### config.mk
export PLATFORM = sky130hd
export DESIGN_NAME = cfg_frame_loader
export DESIGN_NICKNAME = d
export VERILOG_FILES = /design/src/rtl/cfg_link_pkg.sv /design/src/rtl/cfg_gap_timer.sv /design/src/rtl/cfg_frame_loader.sv
export SDC_FILE = /design/constraint.sdc
export NUM_CORES = 1
export LEC_CHECK = 0
export CAP_MARGIN = 30
export CORE_MARGIN = 4
export CORE_UTILIZATION = 59
export CTS_CLUSTER_DIAMETER = 50
export DETAILED_ROUTE_END_ITERATION = 8
export HOLD_SLACK_MARGIN = 0.06
export PLACE_DENSITY = 0.83
export SYNTH_ARGS = -nofsm -noshare
export SYNTH_HDL_FRONTEND = slang
export SYNTH_SLANG_ARGS = --single-unit
### constraint.sdc
create_clock -name clk_in -period 9.4 [get_ports clk_in]
set_clock_uncertainty 0.1 [all_clocks]
set_input_delay 2.82 -clock clk_in [delete_from_list [all_inputs] [get_ports clk_in]]
set_output_delay 2.82 -clock clk_in [all_outputs]
set_load 0.01 [all_outputs]
### src/rtl/cfg_link_pkg.sv
// Shared definitions for the configuration frame link: FSM states,
// default sync bytes and address limit, and frame arithmetic helpers.
package cfg_link_pkg;

    typedef enum logic [2:0] {
        S_IDLE,
        S_SYNC1,
        S_ADDR,
        S_DHI,
        S_DLO,
        S_CHK,
        S_WRITE
    } state_t;

    localparam logic [7:0]  HDR0_DEFAULT     = 8'hEB;
    localparam logic [7:0]  HDR1_DEFAULT     = 8'h90;
    localparam logic [7:0]  MAX_ADDR_DEFAULT = 8'h13;
    localparam logic [15:0] TIMEOUT_DEFAULT  = 16'd5000;

    // Frame checksum: XOR of the three payload bytes.
    function automatic logic [7:0] calc_chk(input logic [7:0] addr,
                                            input logic [7:0] dhi,
                                            input logic [7:0] dlo);
        return addr ^ dhi ^ dlo;
    endfunction

    // Increment that sticks at all-ones instead of wrapping.
    function automatic logic [15:0] sat_inc16(input logic [15:0] value);
        return (value == '1) ? value : value + 16'd1;
    endfunction

endpackage

### src/rtl/cfg_gap_timer.sv
// Inter-byte gap timer: counts idle cycles while a frame is open and
// flags the cycle that completes TIMEOUT_CYC idle cycles.
module cfg_gap_timer #(
    parameter logic [15:0] TIMEOUT_CYC = 16'd5000
) (
    input  logic clk_in,
    input  logic rst_in,
    input  logic clear,
    input  logic enable,
    output logic expired
);

    logic [15:0] count;

    // expired fires in the cycle whose edge would bring the count to
    // TIMEOUT_CYC, so the FSM leaves exactly TIMEOUT_CYC idle cycles in.
    assign expired = enable && !clear && (count == TIMEOUT_CYC - 16'd1);

    // Idle-cycle counter, held at zero whenever cleared or disabled.
    always_ff @(posedge clk_in or posedge rst_in) begin
        if (rst_in) begin
            count <= '0;
        end else if (clear || !enable) begin
            count <= '0;
        end else if (!expired) begin
            count <= count + 16'd1;
        end
    end

endmodule

### src/rtl/cfg_frame_loader.sv
// Configuration frame loader: parses HDR0 HDR1 ADDR DHI DLO CHK byte
// frames and issues a single-cycle registered config write per good frame.
module cfg_frame_loader
    import cfg_link_pkg::*;
#(
    parameter logic [7:0]  HDR0        = HDR0_DEFAULT,
    parameter logic [7:0]  HDR1        = HDR1_DEFAULT,
    parameter logic [7:0]  MAX_ADDR    = MAX_ADDR_DEFAULT,
    parameter logic [15:0] TIMEOUT_CYC = TIMEOUT_DEFAULT
) (
    input  logic        clk_in,
    input  logic        rst_in,
    input  logic [7:0]  byte_in,
    input  logic        byte_vld_in,
    output logic        wr_out,
    output logic [7:0]  wr_addr_out,
    output logic [15:0] data_out,
    output logic        busy_out,
    output logic [15:0] frame_ok_cnt_out,
    output logic [15:0] frame_err_cnt_out
);

    state_t      state;
    logic [7:0]  addr_sh;
    logic [7:0]  dhi_sh;
    logic [7:0]  dlo_sh;
    logic        frame_open;
    logic        gap_clear;
    logic        gap_expired;

    assign busy_out   = (state != S_IDLE);
    assign frame_open = (state != S_IDLE) && (state != S_WRITE);
    assign gap_clear  = byte_vld_in || !frame_open;

    cfg_gap_timer #(
        .TIMEOUT_CYC (TIMEOUT_CYC)
    ) u_gap_timer (
        .clk_in  (clk_in),
        .rst_in  (rst_in),
        .clear   (gap_clear),
        .enable  (frame_open),
        .expired (gap_expired)
    );

    // Frame FSM with registered write strobe, write port and counters.
    always_ff @(posedge clk_in or posedge rst_in) begin
        if (rst_in) begin
            state             <= S_IDLE;
            addr_sh           <= '0;
            dhi_sh            <= '0;
            dlo_sh            <= '0;
            wr_out            <= 1'b0;
            wr_addr_out       <= '0;
            data_out          <= '0;
            frame_ok_cnt_out  <= '0;
            frame_err_cnt_out <= '0;
        end else begin
            wr_out <= 1'b0;
            if (gap_expired) begin
                state             <= S_IDLE;
                addr_sh           <= '0;
                dhi_sh            <= '0;
                dlo_sh            <= '0;
                frame_err_cnt_out <= sat_inc16(frame_err_cnt_out);
            end else begin
                case (state)
                    S_IDLE: begin
                        if (byte_vld_in && byte_in == HDR0) begin
                            state <= S_SYNC1;
                        end
                    end
                    S_SYNC1: begin
                        if (byte_vld_in) begin
                            if (byte_in == HDR1) begin
                                state <= S_ADDR;
                            end else if (byte_in != HDR0) begin
                                state <= S_IDLE;
                            end
                        end
                    end
                    S_ADDR: begin
                        if (byte_vld_in) begin
                            addr_sh <= byte_in;
                            state   <= S_DHI;
                        end
                    end
                    S_DHI: begin
                        if (byte_vld_in) begin
                            dhi_sh <= byte_in;
                            state  <= S_DLO;
                        end
                    end
                    S_DLO: begin
                        if (byte_vld_in) begin
                            dlo_sh <= byte_in;
                            state  <= S_CHK;
                        end
                    end
                    S_CHK: begin
                        if (byte_vld_in) begin
                            if (byte_in == calc_chk(addr_sh, dhi_sh, dlo_sh) &&
                                addr_sh <= MAX_ADDR) begin
                                wr_addr_out <= addr_sh;
                                data_out    <= {dhi_sh, dlo_sh};
                                state       <= S_WRITE;
                            end else begin
                                frame_err_cnt_out <= sat_inc16(frame_err_cnt_out);
                                state             <= S_IDLE;
                            end
                        end
                    end
                    S_WRITE: begin
                        wr_out           <= 1'b1;
                        frame_ok_cnt_out <= sat_inc16(frame_ok_cnt_out);
                        // A byte landing here is judged as if already in IDLE,
                        // so a next-frame HDR0 goes straight to SYNC1.
                        if (byte_vld_in && byte_in == HDR0) begin
                            state <= S_SYNC1;
                        end else begin
                            state <= S_IDLE;
                        end
                    end
                    default: state <= S_IDLE;
                endcase
            end
        end
    end

endmodule

== After elaboration in Yosys (flattened, before gate mapping) ==
Cells that the tools add are included.

* Bits in latches: 0
* Output and inout port bits: 58
* Word-level logic and storage cells: 92
* RAM bits: 0
* Input port bits: 11
* Memories: 0
* Register bits after elaboration: 100
* Memory bits (read-only): 0

* Equal/unequal tests: 23
* Add/sub/neg operators: 3
* Multiplexer cells: 28
* Bitwise gates (word level): 4
* Reductions and logical operators: 23
* Magnitude comparators: 1
* Multipliers: 0
* Divide/modulo/power cells: 0
* Shift-type cells: 0

{| class="wikitable"
|+ Operators with widths
! kind !! count
|-
| 16-bit 2-to-1 mux || 7
|-
| 8-bit 2-to-1 mux || 7
|-
| 16-bit by 1-bit adder with 16-bit output, second input constant || 3
|-
| 16-bit equality test, second input constant || 2
|-
| 3-bit 2-to-1 mux || 10
|-
| 3-bit != test, second input constant || 7
|-
| 3-bit case mux with 7 select lines || 1
|-
| 16-bit by 13-bit equality test with 1-bit output, second input constant || 1
|-
| 8-bit equality test, second input constant || 2
|-
| 8-bit bitwise XOR || 2
|-
| 2-bit nonzero test || 5
|-
| 3-bit equality test, second input constant || 3
|-
| 8-bit equality test || 1
|-
| 8-bit by 5-bit <= comparator with 1-bit output, second input constant || 1
|-
| 8-bit != test, second input constant || 1
|-
| 7-bit AND reduction || 1
|-
| 3-bit by 2-bit equality test with 1-bit output, second input constant || 2
|-
| 2-bit AND reduction || 3
|-
| 3-bit AND reduction || 2
|-
| 1-bit logical AND || 5
|-
| 4-bit != test, second input constant || 1
|-
| 4-bit AND reduction || 1
|-
| 3-bit by 1-bit equality test with 1-bit output, second input constant || 1
|-
| 3-bit logical NOT || 1
|-
| other kinds (7) || 12
|}

== Depth between registers and ports, before layout ==
Gate-level depths: netlist (run 1).

* Depth in word-level cells: 9
* Depth in mapped cells: 9
* Depth with buffers taken out: 8

== Hierarchy ==
Synthesis (run 1) repeated with hierarchy kept, for this count alone.

* Cells, all modules: 446
* Area total of the unflattened synthesis: 4,838.4 µm²

{| class="wikitable"
|+ By module, submodules not included
! module !! seq. area each (µm²) !! times used !! cells each !! area an instance (µm²)
|-
| cfg_frame_loader || 2,102.0 || 1 || 358 || 4,006.3
|-
| cfg_gap_timer || 400.4 || 1 || 88 || 832.0
|}

== Least setup slack after synthesis (run 1) ==
Ideal clock, no wire load.

* Kind: input to register
* From: input byte_in[7]
* To: register data_out[11]
* Path slack: 4.941 ns
* Required time: 9.175 ns
* Data arrival time: 4.234 ns
* Buffers on the path: 1
* Library setup time: 0.125 ns
* Stages on the path: 7
* Cell sequence: xnor2_1 -> xnor2_1 -> nor4_2 -> nand4_1 -> nor2_4 -> buf_12 -> mux2_4

* Longest elaborated chain between the ends: 3

{| class="wikitable"
|+ RTL lines
! element !! line !! RTL
|-
| start, declared || cfg_frame_loader.sv:13 || <nowiki>input logic [7:0] byte_in,</nowiki>
|-
| 8-bit equality test || cfg_frame_loader.sv:101 || <nowiki>if (byte_in == calc_chk(addr_sh, dhi_sh, dlo_sh) &&</nowiki>
|-
| 1-bit logical AND || cfg_frame_loader.sv:101 ||
|-
| 4-bit AND reduction (no line) || -- ||
|-
| end signal, assigned || cfg_frame_loader.sv:104 || <nowiki>data_out <= {dhi_sh, dlo_sh};</nowiki>
|-
| end, declared || cfg_frame_loader.sv:17 || <nowiki>output logic [15:0] data_out,</nowiki>
|}

Every way passes these cells.
A chain may end at the register's enable or synchronous reset.

== Final worst setup path (run 1) ==
* From: input byte_in[4]
* To: register data_out[1]

Same word-level chain as after synthesis.

==> results of run 1 <==
-- layout by cell type, fill, tap and decap left out, types with 11 or more instances in the layout --
cell type,count
nand3_1,19
clkbuf_8,11
mux2i_1,26
xor2_1,25
mux2_4,16
nor2_1,56
nand4_1,15
clkdlybuf4s50_1,68
and3_1,11
dfrtp_1,100
nand2_1,21
xnor2_1,40
-- area by class of cell --
type                       count  area share
sequential                   100       0.435
inverter                       5     0.00370
multi-input combinational    292       0.377
clock inverter                 5      0.0146
timing repair buffer          70       0.121
tap                          102      0.0222
clock buffer                  11      0.0263
-- final timing paths --
check                      slack, ns               endpoint                  start  depth (start not counted)
hold / removal                  0.40  frame_err_cnt_out[11]  frame_err_cnt_out[11]                          1
setup / recovery                4.09            data_out[1]             byte_in[4]                          7
max in group asynchronous       5.32             addr_sh[3]                 rst_in                          3
setup reg to reg                6.67            data_out[1]             addr_sh[4]                          6
min in group asynchronous       2.69    frame_ok_cnt_out[8]                 rst_in                          2
hold reg to reg                 0.40  frame_err_cnt_out[11]  frame_err_cnt_out[11]                          1
-- layer usage --
metal | track usage | vias to the layer above | routed length [um]
li1 | - | 1549 | -
met1 | 0.288 | 1612 | 4450
met2 | 0.354 | 88 | 4770
met3 | 0.0636 | 13 | 460
met4 | 0.0543 | 0 | 102
met5 | 0 | - | 0
-- critical path: cells and delay by family --
| family | cells | cell delay (ns) |
|---|---|---|
| multiplexers | 1 | 0.43 |
| XOR/XNOR | 2 | 0.30 |
| AND/OR/NAND/NOR | 3 | 1.28 |
| buffers and inverters | 1 | 0.61 |
-- kinds of logic after synthesis --
group / count (synthesis) / share of synthesized area
buffers and inverters: 21 / 0.0249
adders and majority gates: 3 / 0.00785
DFF: 100 / 0.523
and+or+nand+nor: 157 / 0.175
muxes: 49 / 0.121
AOI/OAI and AO/OA: 18 / 0.0285
xor gates and xnor gates: 65 / 0.119
-- power by group through the flow --
stage | clock network (mW) | logic [mW] | registers (mW)
2_1_floorplan | 0 | 0.0117 | 0.439
3_3_place_gp | 0 | 0.0224 | 0.439
3_5_place_dp | 0 | 0.0230 | 0.439
4_1_cts | 0.316 | 0.0230 | 0.431
5_1_grt | 0.337 | 0.0253 | 0.431
6_report | 0.312 | 0.0225 | 0.431
-- registers in the layout (all words and copies together), names as in the netlist --
signal and flops:
data_out 16, frame_err_cnt_out 16, frame_ok_cnt_out 16, u_gap_timer.count 16
addr_sh 8, dhi_sh 8, dlo_sh 8, wr_addr_out 8
state 3, wr_out 1
==> run summary, run 1 <==
Int Pwr: 0.602 mW
Asr flop ratio synth: 1.00
Post-route clock period utilization: 0.565
Core ar.: 7810 um^2
CTS max path bufs: 2
Fin util: 0.737
Register area share after synthesis: 0.523
Vias in the first global route: 3403
First-pass iteration count of the detailed router: 4
Layout Nets: 492
Outcome: complete, no violations
Hold-fix buffer count after cts: 0
Most numerous cell in the Yosys netlist: dfrtp_1
RD Place Congestion: 0.791
Switching Fraction: 0.213
Max Fclk: 0.188 GHz
Final worst slack: 4.09 ns
Layout Area Growth over Synthesis: 20.3%
Setup Viol. Count Final: 0
Final min period: 5.31 ns
Synthesis warning total: 0
Overall Power: 0.765 mW
Number of remaining DRC errors: 0
Final Hold Vio Count: 0
First-pass GRT wire length: 16900 um
Synth top area cells: dfrtp_1 52%, xnor2_1 7.3%, mux2i_1 5.4%
Post-synthesis register bit count: 100
Largest net degree at the start of global routing: 70
Non-Filler Instances: 585
Via count: 3262
Clock sink count: 100
CTS root buf: clkbuf_8
Leak: 2.62 nW
Comb pwr share: 0.029
Pre-CTS setup slack: 3.74 ns
Crit path cell chain: clkdlybuf4s50_1 > xor2_1 > xnor2_1 > nor4_2 > nand4_1 > nor2_4 > mux2_2
Num CTS Buffers: 9
Critical path's slowest cell: nor2_4
Initial Utilization: 0.612
Routed Antenna Nets: 0
Dpl cells: 569
Die area: 9610 um^2
Design area: 5750 um^2
IO buf count: 68
Postcts setup bufs: 0
Dpl cell area: 5520 um^2
Mapped Cells: 413
Vias/cell: 5.58
Sw Pwr: 0.163 mW
Crit path launch type: input port
Count of pins over their slew limit: 0
Grt ovf: 0
Initial antenna violation count: 0
Worst-Skew Late Latency: 0.37 ns
Ports: 69
Worst EP required: 9.55 ns
CTS tree: yes
Total routed wirelength: 9780 um
Die height: 98.0 um
Die X: 98.0 um
Htree depth: 3
Syn_nets: 427
Reg power frac: 0.563
Avg WL per Cell: 16.7 um
Clock slew at reported path FFs: 0.09 ns
Std cell rows: 32
Actual slew at the worst max-slew pin: 0.989 ns
Post-CTS sizing: 0
Area leader, netlist: dfrtp_1
Iter 0 DRT Violations: 186
Avg Inst Size Synth: 11.6 um^2
Yosys cell types: 49
PwrDens: 133 nW/um^2
Final HPWL DP: 6790 um
Kind of critical path: input port to flip-flop
Share of cells above drive strength 1: 0.114
RSZ-0062 raised after global routing: false
Maximum VDD drop: 86.2 uV
Predominant post-synthesis flop cell: dfrtp_1
Area of the multi-input gates: 2170 um^2
CP Capture Type: flip-flop
Worst-path fanout max: 25
Number of flops mapped to enable cells by yosys: 0
ANT cells: 0
Worst slew margin: 0.340
Setup TNS: 0 ns
Critical Path AT: 5.46 ns
Hold Crit Class: flip-flop to flip-flop
Clock power frac: 0.408
Slowest stage delay, CP: 0.71 ns
Max-Cap Viols: 0
Hold_ws: 0.399 ns
GRT Overall Usage: 0.217
Cell Area, Synth: 4780 um^2
Synth top area share: 0.523
Register Area: 2500 um^2
Commonest cells in the netlist: 100 x dfrtp_1, 57 x nor2_1, 40 x xnor2_1
Filler cell count in the final layout: 545
No activity file was read; power rests on OpenSTA's default activity.
==> run 2: changes to the inputs <==
--- a/config.mk
+++ b/config.mk
@@ -7,11 +7,11 @@
 export LEC_CHECK = 0
 export CAP_MARGIN = 30
 export CORE_MARGIN = 4
-export CORE_UTILIZATION = 59
+export CORE_UTILIZATION = 49
 export CTS_CLUSTER_DIAMETER = 50
 export DETAILED_ROUTE_END_ITERATION = 8
 export HOLD_SLACK_MARGIN = 0.06
-export PLACE_DENSITY = 0.83
+export PLACE_DENSITY = 0.73
 export SYNTH_ARGS = -nofsm -noshare
 export SYNTH_HDL_FRONTEND = slang
 export SYNTH_SLANG_ARGS = --single-unit
==> constraint.sdc (replaced) <==
create_clock -name clk_in -period 4.8 [get_ports clk_in]
set_clock_uncertainty 0.1 [all_clocks]
set_input_delay 1.44 -clock clk_in [delete_from_list [all_inputs] [get_ports clk_in]]
set_output_delay 1.44 -clock clk_in [all_outputs]
set_load 0.01 [all_outputs]
==> run 2 against run 1 <==
Total power rose by 93%. Register-to-register slack got worse by 4.4 ns. Sequential power rose by 96%. Via count fell by 0.92%. Critical endpoint is now data_out[0]. Largest cell class unchanged.
==> run summary, run 2 (synthesized netlist as in run 1, its figures left out) <==
Dpl cells: 599
Avg WL per Cell: 15.8 um
Maximum VDD drop: 150 uV
Initial Utilization: 0.510
Count of pins over their slew limit: 0
Crit path launch type: input port
Clock power frac: 0.399
Num CTS Buffers: 9
RD Place Congestion: 0.811
Iter 0 DRT Violations: 165
GRT Overall Usage: 0.183
Share of cells above drive strength 1: 0.115
Fin util: 0.618
Layout Nets: 495
Std cell rows: 35
Sw Pwr: 0.312 mW
Critical Path AT: 3.76 ns
Most frequent cells in the layout: 100 x dfrtp_1, 68 x clkdlybuf4s50_1, 57 x nor2_1
Met3 WL: 485 um
First-pass iteration count of the detailed router: 4
Kind of critical path: input port to flip-flop
Layout Area Growth over Synthesis: 21.1%
Comb pwr share: 0.030
Largest net degree at the start of global routing: 46
Grt ovf: 0
Worst-Skew Late Latency: 0.36 ns
Actual slew at the worst max-slew pin: 0.717 ns
Routed Antenna Nets: 0
Die height: 107 um
Initial antenna violation count: 0
ANT cells: 0
Most common cell after layout, fill and taps aside: dfrtp_1
RSZ-0062 raised after global routing: false
First-pass GRT wire length: 16700 um
Worst-path fanout max: 25
Die area: 11400 um^2
M1 wire length: 4520 um
Leak: 2.63 nW
Hold Crit Class: flip-flop to flip-flop
IO buf count: 68
Wire length on met2: 4580 um
CTS tree: yes
Final min period: 3.62 ns
Clock sink count: 100
Total routed wirelength: 9690 um
Vias/cell: 5.26
Non-Filler Instances: 614
PwrDens: 255 nW/um^2
Setup Viol. Count Final: 0
Worst slew margin: 0.519
Max Fclk: 0.276 GHz
Outcome: complete, no violations
Reg power frac: 0.571
CP Capture Type: flip-flop
Final worst slack: 1.18 ns
Vias in the first global route: 3323
CTS root buf: clkbuf_8
Postcts setup bufs: 0
Max-Cap Viols: 0
Max layer used: met4
Via count: 3232
Die X: 107 um
Clock slew at reported path FFs: 0.09 ns
Ports: 69
Htree depth: 3
CTS max path bufs: 2
Setup TNS: 0 ns
Core ar.: 9370 um^2
Post-CTS sizing: 0
Int Pwr: 1.16 mW
Final Hold Vio Count: 0
Pre-CTS setup slack: 0.799 ns
Number of remaining DRC errors: 0
R2R Setup Slk: 2.29 ns
Worst EP required: 4.94 ns
Post-route clock period utilization: 0.754
Switching Fraction: 0.211
Final HPWL DP: 6770 um
Hold-fix buffer count after cts: 0
==> run 2: cell types whose count changed in the layout (fill, tap and decap cells not counted), sizes merged <==
cell	delta
inv	+1
clkinv	-1
buf	+3
clkbuf	-1
==> run 2: power by group through the flow <==
stage	clock (mW)	sequential, mW	combinational [mW]
CTS	0.604	0.843	0.0456
floorplan	0	0.860	0.0229
global route	0.641	0.844	0.0505
global placement	0	0.860	0.0451
detailed placement	0	0.860	0.0455
finish	0.588	0.843	0.0441
==> run 2: final timing paths <==
kind | start | endpoint | cells after the start
worst min register to register | frame_ok_cnt_out[14] | frame_ok_cnt_out[14] | 1
worst min-delay path | frame_ok_cnt_out[14] | frame_ok_cnt_out[14] | 1
max in group asynchronous | rst_in | u_gap_timer.count[4] | 3
min in group asynchronous | rst_in | frame_ok_cnt_out[13] | 2
worst max-delay path | byte_in[4] | data_out[0] | 8
worst max register to register | u_gap_timer.count[0] | frame_err_cnt_out[1] | 7
==> run 2: through the flow <==
stage	area [um^2]	hold WS, ns	power, mW
final	5790	0.397	1.48
after global routing	5790	0.422	1.53
after CTS	5790	0.395	1.49
after detailed placement	5570	0.379	0.905
after global placement	5570	0.382	0.905
after floorplan	4780	0.388	0.883
==> run 2: metal layers <==
| metal | vias up | GRT usage |
|---|---|---|
| li1 | 1552 | - |
| met1 | 1590 | 0.254 |
| met2 | 81 | 0.286 |
| met3 | 9 | 0.0361 |
| met4 | 0 | 0.0676 |
| met5 | - | 0 |
==> run 2: area by class of cell <==
| type | count | area, um^2 |
|---|---|---|
| repair buffers | 73 | 718 |
| fillers | 804 | 3580 |
| clock inverters | 5 | 83.8 |
| inverters | 5 | 21.3 |
| multi-input cells | 292 | 2170 |
| well taps | 129 | 161 |
| flip-flops and latches | 100 | 2500 |
| clock buffers | 10 | 138 |
==> run 2: critical path: stages <==
cell	delay (ns)
clkdlybuf4s50_1	0.57
xor2_1	0.21
xnor2_1	0.11
nor4_2	0.32
nand4_1	0.22
nor2_4	0.11
buf_4	0.38
mux2_2	0.38
